==> src/rtl/mem_access_stage_if.sv <==
// Bundle of EXE-side, data-memory and writeback signals around the memory access stage.
// The stage itself connects through the slave modport; its environment uses master.
interface mem_access_stage_if #(
  parameter int DSIZE = 32,
  parameter int ASIZE = 5
);
  logic             ex_valid;
  logic             ex_ready;
  logic [DSIZE-1:0] ex_aluout;
  logic [DSIZE-1:0] ex_sdata;
  logic [ASIZE-1:0] ex_waddr;
  logic             ex_wen;
  logic             ex_memrd;
  logic             ex_memwr;

  logic             dmem_req;
  logic             dmem_we;
  logic [DSIZE-1:0] dmem_addr;
  logic [DSIZE-1:0] dmem_wdata;
  logic [DSIZE-1:0] dmem_rdata;
  logic             dmem_ack;

  logic             wb_valid;
  logic             wb_wen;
  logic [ASIZE-1:0] wb_waddr;
  logic [DSIZE-1:0] wb_wdata;
  logic             mem_err;

  modport master (
    output ex_valid, ex_aluout, ex_sdata, ex_waddr, ex_wen, ex_memrd, ex_memwr,
    output dmem_rdata, dmem_ack,
    input  ex_ready, dmem_req, dmem_we, dmem_addr, dmem_wdata,
    input  wb_valid, wb_wen, wb_waddr, wb_wdata, mem_err
  );

  modport slave (
    input  ex_valid, ex_aluout, ex_sdata, ex_waddr, ex_wen, ex_memrd, ex_memwr,
    input  dmem_rdata, dmem_ack,
    output ex_ready, dmem_req, dmem_we, dmem_addr, dmem_wdata,
    output wb_valid, wb_wen, wb_waddr, wb_wdata, mem_err
  );
endinterface

==> src/rtl/mem_access_stage.sv <==
// EXE->MEM->WB stage: ALU results go to writeback after one register; loads/stores run a
// req/ack transaction on the data port, stalling EXE until ack or timeout.
module mem_access_stage #(
  parameter int DSIZE   = 32,
  parameter int ASIZE   = 5,
  parameter int TIMEOUT = 15
) (
  input logic              clk,
  input logic              rst,
  mem_access_stage_if.slave bus
);

  localparam int CW = (TIMEOUT > 1) ? $clog2(TIMEOUT) : 1;

  typedef enum logic {S_IDLE, S_WAIT} state_t;

  state_t           state, state_nxt;
  logic [CW-1:0]    cnt;
  logic [ASIZE-1:0] lat_waddr_p1;
  logic             lat_wen_p1;
  logic             accept, is_mem, ack_hit, tmo_hit;

  // The all-ones register address is the hardwired zero register and is never written.
  function automatic logic gate_wen(input logic wen, input logic [ASIZE-1:0] waddr);
    return wen && (waddr != {ASIZE{1'b1}});
  endfunction

  assign bus.ex_ready = (state == S_IDLE);

  always_comb begin
    accept    = bus.ex_valid && (state == S_IDLE);
    is_mem    = bus.ex_memrd || bus.ex_memwr;
    ack_hit   = (state == S_WAIT) && bus.dmem_ack;
    tmo_hit   = (state == S_WAIT) && !bus.dmem_ack && (cnt == CW'(TIMEOUT - 1));
    state_nxt = state;
    if (accept && is_mem)    state_nxt = S_WAIT;
    if (ack_hit || tmo_hit)  state_nxt = S_IDLE;
  end

  always_ff @(posedge clk or posedge rst) begin
    if (rst) state <= S_IDLE;
    else     state <= state_nxt;
  end

  // Counts WAIT cycles that passed without an ack; cleared whenever the transaction ends.
  always_ff @(posedge clk or posedge rst) begin
    if (rst)                                          cnt <= '0;
    else if (state == S_WAIT && state_nxt == S_WAIT)  cnt <= cnt + 1'b1;
    else                                              cnt <= '0;
  end

  // Stage boundary p0 -> p1: memory request and writeback bundle registers
  always_ff @(posedge clk or posedge rst) begin
    if (rst) begin
      bus.dmem_req   <= 1'b0;
      bus.dmem_we    <= 1'b0;
      bus.dmem_addr  <= '0;
      bus.dmem_wdata <= '0;
      lat_waddr_p1   <= '0;
      lat_wen_p1     <= 1'b0;
      bus.wb_valid   <= 1'b0;
      bus.wb_wen     <= 1'b0;
      bus.wb_waddr   <= '0;
      bus.wb_wdata   <= '0;
      bus.mem_err    <= 1'b0;
    end else begin
      bus.wb_valid <= 1'b0;
      bus.wb_wen   <= 1'b0;
      if (accept && !is_mem) begin
        bus.wb_valid <= 1'b1;
        bus.wb_wen   <= gate_wen(bus.ex_wen, bus.ex_waddr);
        bus.wb_waddr <= bus.ex_waddr;
        bus.wb_wdata <= bus.ex_aluout;
      end
      if (accept && is_mem) begin
        bus.dmem_req   <= 1'b1;
        bus.dmem_we    <= !bus.ex_memrd;
        bus.dmem_addr  <= bus.ex_aluout;
        bus.dmem_wdata <= bus.ex_sdata;
        lat_waddr_p1   <= bus.ex_waddr;
        lat_wen_p1     <= bus.ex_wen;
      end
      if (ack_hit) begin
        bus.dmem_req <= 1'b0;
        bus.wb_valid <= 1'b1;
        bus.wb_waddr <= lat_waddr_p1;
        bus.wb_wen   <= !bus.dmem_we && gate_wen(lat_wen_p1, lat_waddr_p1);
        bus.wb_wdata <= bus.dmem_we ? '0 : bus.dmem_rdata;
      end else if (tmo_hit) begin
        bus.dmem_req <= 1'b0;
        bus.mem_err  <= 1'b1;
        bus.wb_valid <= 1'b1;
        bus.wb_waddr <= lat_waddr_p1;
        bus.wb_wdata <= '0;
      end
    end
  end

endmodule

==> src/flat_wrapper.sv <==
// flat-port wrapper written by rule: the top's interface ports become plain ports
module mem_access_stage_flat 
#(
  parameter int DSIZE   = 32,
  parameter int ASIZE   = 5,
  parameter int TIMEOUT = 15
)
  (clk, rst, bus_ex_valid, bus_ex_aluout, bus_ex_sdata, bus_ex_waddr, bus_ex_wen, bus_ex_memrd, bus_ex_memwr, bus_dmem_rdata, bus_dmem_ack, bus_ex_ready, bus_dmem_req, bus_dmem_we, bus_dmem_addr, bus_dmem_wdata, bus_wb_valid, bus_wb_wen, bus_wb_waddr, bus_wb_wdata, bus_mem_err);
  mem_access_stage_if #(.DSIZE(DSIZE), .ASIZE(ASIZE)) bus_i ();
  input logic clk;
  input logic rst;
  input wire logic [$bits(bus_i.ex_valid)-1:0] bus_ex_valid;
  input wire logic [$bits(bus_i.ex_aluout)-1:0] bus_ex_aluout;
  input wire logic [$bits(bus_i.ex_sdata)-1:0] bus_ex_sdata;
  input wire logic [$bits(bus_i.ex_waddr)-1:0] bus_ex_waddr;
  input wire logic [$bits(bus_i.ex_wen)-1:0] bus_ex_wen;
  input wire logic [$bits(bus_i.ex_memrd)-1:0] bus_ex_memrd;
  input wire logic [$bits(bus_i.ex_memwr)-1:0] bus_ex_memwr;
  input wire logic [$bits(bus_i.dmem_rdata)-1:0] bus_dmem_rdata;
  input wire logic [$bits(bus_i.dmem_ack)-1:0] bus_dmem_ack;
  output wire logic [$bits(bus_i.ex_ready)-1:0] bus_ex_ready;
  output wire logic [$bits(bus_i.dmem_req)-1:0] bus_dmem_req;
  output wire logic [$bits(bus_i.dmem_we)-1:0] bus_dmem_we;
  output wire logic [$bits(bus_i.dmem_addr)-1:0] bus_dmem_addr;
  output wire logic [$bits(bus_i.dmem_wdata)-1:0] bus_dmem_wdata;
  output wire logic [$bits(bus_i.wb_valid)-1:0] bus_wb_valid;
  output wire logic [$bits(bus_i.wb_wen)-1:0] bus_wb_wen;
  output wire logic [$bits(bus_i.wb_waddr)-1:0] bus_wb_waddr;
  output wire logic [$bits(bus_i.wb_wdata)-1:0] bus_wb_wdata;
  output wire logic [$bits(bus_i.mem_err)-1:0] bus_mem_err;
  assign bus_i.ex_valid = bus_ex_valid;
  assign bus_i.ex_aluout = bus_ex_aluout;
  assign bus_i.ex_sdata = bus_ex_sdata;
  assign bus_i.ex_waddr = bus_ex_waddr;
  assign bus_i.ex_wen = bus_ex_wen;
  assign bus_i.ex_memrd = bus_ex_memrd;
  assign bus_i.ex_memwr = bus_ex_memwr;
  assign bus_i.dmem_rdata = bus_dmem_rdata;
  assign bus_i.dmem_ack = bus_dmem_ack;
  assign bus_ex_ready = bus_i.ex_ready;
  assign bus_dmem_req = bus_i.dmem_req;
  assign bus_dmem_we = bus_i.dmem_we;
  assign bus_dmem_addr = bus_i.dmem_addr;
  assign bus_dmem_wdata = bus_i.dmem_wdata;
  assign bus_wb_valid = bus_i.wb_valid;
  assign bus_wb_wen = bus_i.wb_wen;
  assign bus_wb_waddr = bus_i.wb_waddr;
  assign bus_wb_wdata = bus_i.wb_wdata;
  assign bus_mem_err = bus_i.mem_err;
  mem_access_stage #(.DSIZE(DSIZE), .ASIZE(ASIZE), .TIMEOUT(TIMEOUT)) u_core (.clk(clk), .rst(rst), .bus(bus_i));
endmodule
==> config.mk <==
export PLATFORM = sky130hd
export DESIGN_NAME = mem_access_stage_flat
export DESIGN_NICKNAME = d
export VERILOG_FILES = /design/src/rtl/mem_access_stage_if.sv /design/src/rtl/mem_access_stage.sv /design/src/flat_wrapper.sv
export SDC_FILE = /design/constraint.sdc
export NUM_CORES = 1
export LEC_CHECK = 0
export ABC_AREA = 1
export CAP_MARGIN = 40
export CORE_AREA = 2 2 114 116
export CTS_BUF_LIST = sky130_fd_sc_hd__clkbuf_8
export CTS_CLUSTER_SIZE = 28
export DETAILED_ROUTE_END_ITERATION = 12
export DIE_AREA = 0 0 116 118
export GPL_ROUTABILITY_DRIVEN = 0
export PLACE_DENSITY = 0.87
export SLEW_MARGIN = 10
export SYNTH_ARGS = -nofsm -noshare
export SYNTH_HDL_FRONTEND = slang
export SYNTH_SLANG_ARGS = --single-unit
==> constraint.sdc <==
create_clock -name clk -period 4.2 [get_ports clk]
set_clock_uncertainty 0.05 [all_clocks]
set_input_delay 0.63 -clock clk [delete_from_list [all_inputs] [get_ports clk]]
set_output_delay 0.63 -clock clk [all_outputs]
set_load 0.1 [all_outputs]
# == Word-level counts from Yosys, hierarchy flattened ==
# Cells that the tools add are included.
# classes
n_shift,0
mul,0
div_mod_pow,0
add_sub_neg,1
n_mux,18
n_lt_le_gt_ge,0
bitwise,2
eq_ne,3
reduce_logical,19
# op_table
op,n
two-way mux 32 bit,4
two-way mux 5 bit,3
logical AND 1 bit,10
two-way mux 1 bit,10
"!= test 5 bit, second input constant",2
nonzero test 3 bit,2
"adder 4 x 1 -> 4 bit, second input constant",1
"== test 4 bit, second input constant",1
zero test 1 bit,4
two-way mux 4 bit,1
logical OR 1 bit,2
NOT 1 bit,2
AND reduction 2 bit,1
# word_totals
mem_bits_ro,0
reg_bits,117
wordCells,56
mem_count,0
latchBits,0
ram_bits,0

# == Longest topological paths before layout ==
# depth
depth_word,7
ltp_mapped,11
ltp_nobuf,9

# == Worst setup path after synthesis ==
# Ideal clock, no wire load.
# synth_timing
path_kind,register to register
start,register u_core.bus.dmem_we
end,register u_core.bus.wb_wen
n_path_buf,1
arrival_time_ns,1.440
setup_time_ns,0.130
stages_incl_launch_ff,5
setup_slack_ns,2.580
cell_sequence,dfrtp_1 -> nor2_2 -> buf_2 -> o211ai_1 -> o21ai_0
# synth_between
elab_chain_len,3
# synth_rtl
element,line,text
from (decl),mem_access_stage_if.sv:39,"output ex_ready, dmem_req, dmem_we, dmem_addr, dmem_wdata,"
from (signal assigned),mem_access_stage.sv:77,bus.dmem_we <= !bus.ex_memrd;
zero test 1 bit,mem_access_stage.sv:87,"bus.wb_wen <= !bus.dmem_we && gate_wen(lat_wen_p1, lat_waddr_p1);"
logical AND 1 bit,mem_access_stage.sv:87,
two-way mux 1 bit,mem_access_stage.sv:83,if (ack_hit) begin
to (signal assigned),mem_access_stage.sv:71,"bus.wb_wen <= gate_wen(bus.ex_wen, bus.ex_waddr);"
to (signal assigned),mem_access_stage.sv:87,
to (decl),mem_access_stage_if.sv:40,"output wb_valid, wb_wen, wb_waddr, wb_wdata, mem_err"
# No other way between the ends.
# A chain may end at the register's enable or synchronous reset.

# == Final worst setup path ==
# layout_timing
start,input bus_ex_valid
end,register u_core.bus.wb_wdata[4]
# layout_between
elab_chain_len,3
# layout_rtl
element,line,text
from (decl),flat_wrapper.sv:12,input wire logic [$bits(bus_i.ex_valid)-1:0] bus_ex_valid;
logical AND 1 bit,mem_access_stage.sv:31,accept = bus.ex_valid && (state == S_IDLE);
logical AND 1 bit,mem_access_stage.sv:69,if (accept && !is_mem) begin
nonzero test 3 bit (no source line),--,
to (signal assigned),mem_access_stage.sv:73,bus.wb_wdata <= bus.ex_aluout;
to (signal assigned),mem_access_stage.sv:88,bus.wb_wdata <= bus.dmem_we ? '0 : bus.dmem_rdata;
to (decl),mem_access_stage_if.sv:40,
# No other way between the ends.

==> results.json <==
{
  "status": "complete, no violations",
  "cts_resized": 0,
  "seq_area_frac_synth_pct": 53.2,
  "cts_setup_buffers": 0,
  "post-place-ws_ps": 1370,
  "holdPathEnd": "u_core.bus.dmem_wdata[25]",
  "fill_cells": 650,
  "synth-seq-cells": 117,
  "drtIter0Drc": 447,
  "cts_root_buf": "clkbuf_8",
  "worst_slack_ps": 1740,
  "dp_hpwl_um": 14800,
  "hold_path.class": "reg2reg",
  "die_w_um": 116,
  "timing.setup.tns_ps": 0,
  "clock_latency_ps": 440,
  "slew_violations": 0,
  "cts.sinks": 117,
  "setup-violations-final": 0,
  "die_area_mm2": 0.0137,
  "critPathKind": "in2reg",
  "worstSetupStartpointType": "input pin",
  "reg2reg_depth": 7,
  "ant_nets": 0,
  "antenna_found_initial": 0,
  "initial_utilization_pct": 44.3,
  "cp_max_fo": 45,
  "final_util_pct": 81.3,
  "fin_crit_ps": 2460,
  "wire_per_inst_um": 17.2,
  "rows": 41,
  "wirelength_um": 20500,
  "synth_area_mm2": 0.00551,
  "dr_total_vias": 6138,
  "nNetsFinal": 1121,
  "die_h_um": 118,
  "multi_input_area_mm2": 0.00195,
  "worstMarginPinSlew_ps": 721,
  "io_pins": 215,
  "synth.yosys.warnings": 0,
  "maxSlewHeadroom_pct": 52.0,
  "hold_violations": 0,
  "synthCells": 705,
  "min_path_cells": 2,
  "clk_pin_slew_ps": 70,
  "dp_cells": 1164,
  "layout.cells.non_filler": 1194,
  "max_clock_freq_mhz": 407,
  "first_global_vias": 6510,
  "drtPass1Iterations": 8,
  "seqCellArea_mm2": 0.00293,
  "rr_endpoint": "u_core.bus.wb_wdata[4]",
  "port_buffers": 214,
  "cts_tree": "yes",
  "clock_path_buffers": 2,
  "numCtsBuffers": 17,
  "min_period_over_period_pct": 58.6,
  "cp-end-kind": "register",
  "r2r_slack_ps": 1960,
  "track_usage_pct": 31.0,
  "htree_levels": 4,
  "r2r-start": "u_core.state",
  "routed_via_density": 5.14,
  "required_ps": 4480,
  "grt_max_degree": 61,
  "grt_pass1_wl_um": 32800,
  "hp-start": "u_core.bus.dmem_wdata[25]",
  "yosysUniqueCellTypes": 22,
  "worstPathArrival_ps": 2740,
  "syn_avg_cell_area_um2": 7.81,
  "core_region_area_mm2": 0.0124,
  "area_growth_pct": 83.4,
  "drc": 0,
  "antenna_cells": 0,
  "grt-ovfl-total": 0,
  "cts_hold_buf": 0,
  "drive_above_1_share_pct": 15.7,
  "syn_nets": 815,
  "rsz0062_at_grt": "false",
  "max_cap_viol_count": 0
}
-- worst max path at each step --
stage	from	endpoint	slack, ps	depth (start not counted)
global route	bus_ex_valid	u_core.bus.wb_wdata[4]	1600	9
finish	bus_ex_valid	u_core.bus.wb_wdata[4]	1740	9
global placement	bus_ex_valid	u_core.lat_waddr_p1[0]	1310	6
floorplan	rst	u_core.bus.dmem_addr[0]	420	1
CTS	u_core.state	bus_ex_ready	1740	3
detailed placement	bus_ex_valid	u_core.bus.dmem_addr[0]	1370	6
-- area by class of cell --
| class | instances | share of cell area [%] |
|---|---|---|
| Sequential cell | 117 | 29.0 |
| Tap cell | 172 | 2.13 |
| Clock buffer | 20 | 2.73 |
| Inverter | 111 | 4.15 |
| Timing Repair Buffer | 332 | 40.9 |
| Multi-Input combinational cell | 432 | 19.3 |
| Clock inverter | 10 | 1.76 |
-- through the flow --
stage          hold WS, ps  instance area, um^2
6_report               427                10100
5_1_grt                456                10100
4_1_cts                428                10100
3_5_place_dp           410                 9640
3_3_place_gp           402                 7730
2_1_floorplan          392                 5510
-- worst max-delay path: stages --
cell and delay (ps):
clkdlybuf4s50_1 470, inv_1 70, nor2_4 470, buf_4 550
nand3_1 200, nand3_1 110, nand2_1 100, nand2_1 80
inv_1 50
-- cell usage in the layout (no fill, tap or decap), types with 4 or more instances in the layout --
cell type	n
a21oi_1	7
buf_16	23
buf_4	10
buf_8	84
bufinv_16	5
clkbuf_8	20
clkdlybuf4s50_1	214
clkinv_2	4
dfrtp_1	117
inv_1	108
nand2_1	232
nand3_1	100
nand4_1	32
nor2_1	11
o21ai_0	35
-- per-layer routing --
metal / part of all wire (%) / track usage (%) / up-vias / wire length (um)
li1: - / - / 2798 / -
met1: 37 / 34.4 / 2895 / 7520
met2: 50 / 53.5 / 364 / 10400
met3: 8.6 / 8.14 / 81 / 1760
met4: 4.4 / 16.3 / 0 / 905
met5: 0 / 0 / - / 0
-- registers in the layout, summed over array words and instances, names as in the netlist --
register / cells
u_core.bus.dmem_wdata: 32
u_core.bus.mem_err: 1
u_core.bus.wb_valid: 1
u_core.bus.wb_waddr: 5
u_core.lat_wen_p1: 1
u_core.bus.dmem_req: 1
u_core.bus.wb_wen: 1
u_core.lat_waddr_p1: 5
u_core.bus.wb_wdata: 32
u_core.cnt: 4
u_core.bus.dmem_addr: 32
u_core.bus.dmem_we: 1
u_core.state: 1
-- cells by family after synthesis --
kind of cell / after synthesis / share of synthesized area [%]
buffers and inverters: 156 / 11.7
AO/OA/AOI/OAI: 44 / 4.05
AND/OR/NAND/NOR: 384 / 30.3
flip-flops: 117 / 53.2
XOR/XNOR: 2 / 0.318
adder cells (fa/ha/maj): 2 / 0.454
-- cells in the mapped netlist (all sizes together) --
cell	count	area (um^2)
a21oi	7	35.0
buf	36	193
clkbuf	9	33.8
dfrtp	117	2930
ha	2	25.0
inv	111	417
nand2	236	891
nand3	100	500
nand4	32	200
nor2	16	77.6
o211ai	1	7.51
o21ai	36	180
xnor2	1	8.76
xor2	1	8.76
Power is left out: the tool's default activity adds up to more than one toggle a clock period on the data nets, which glitch-free logic cannot reach.
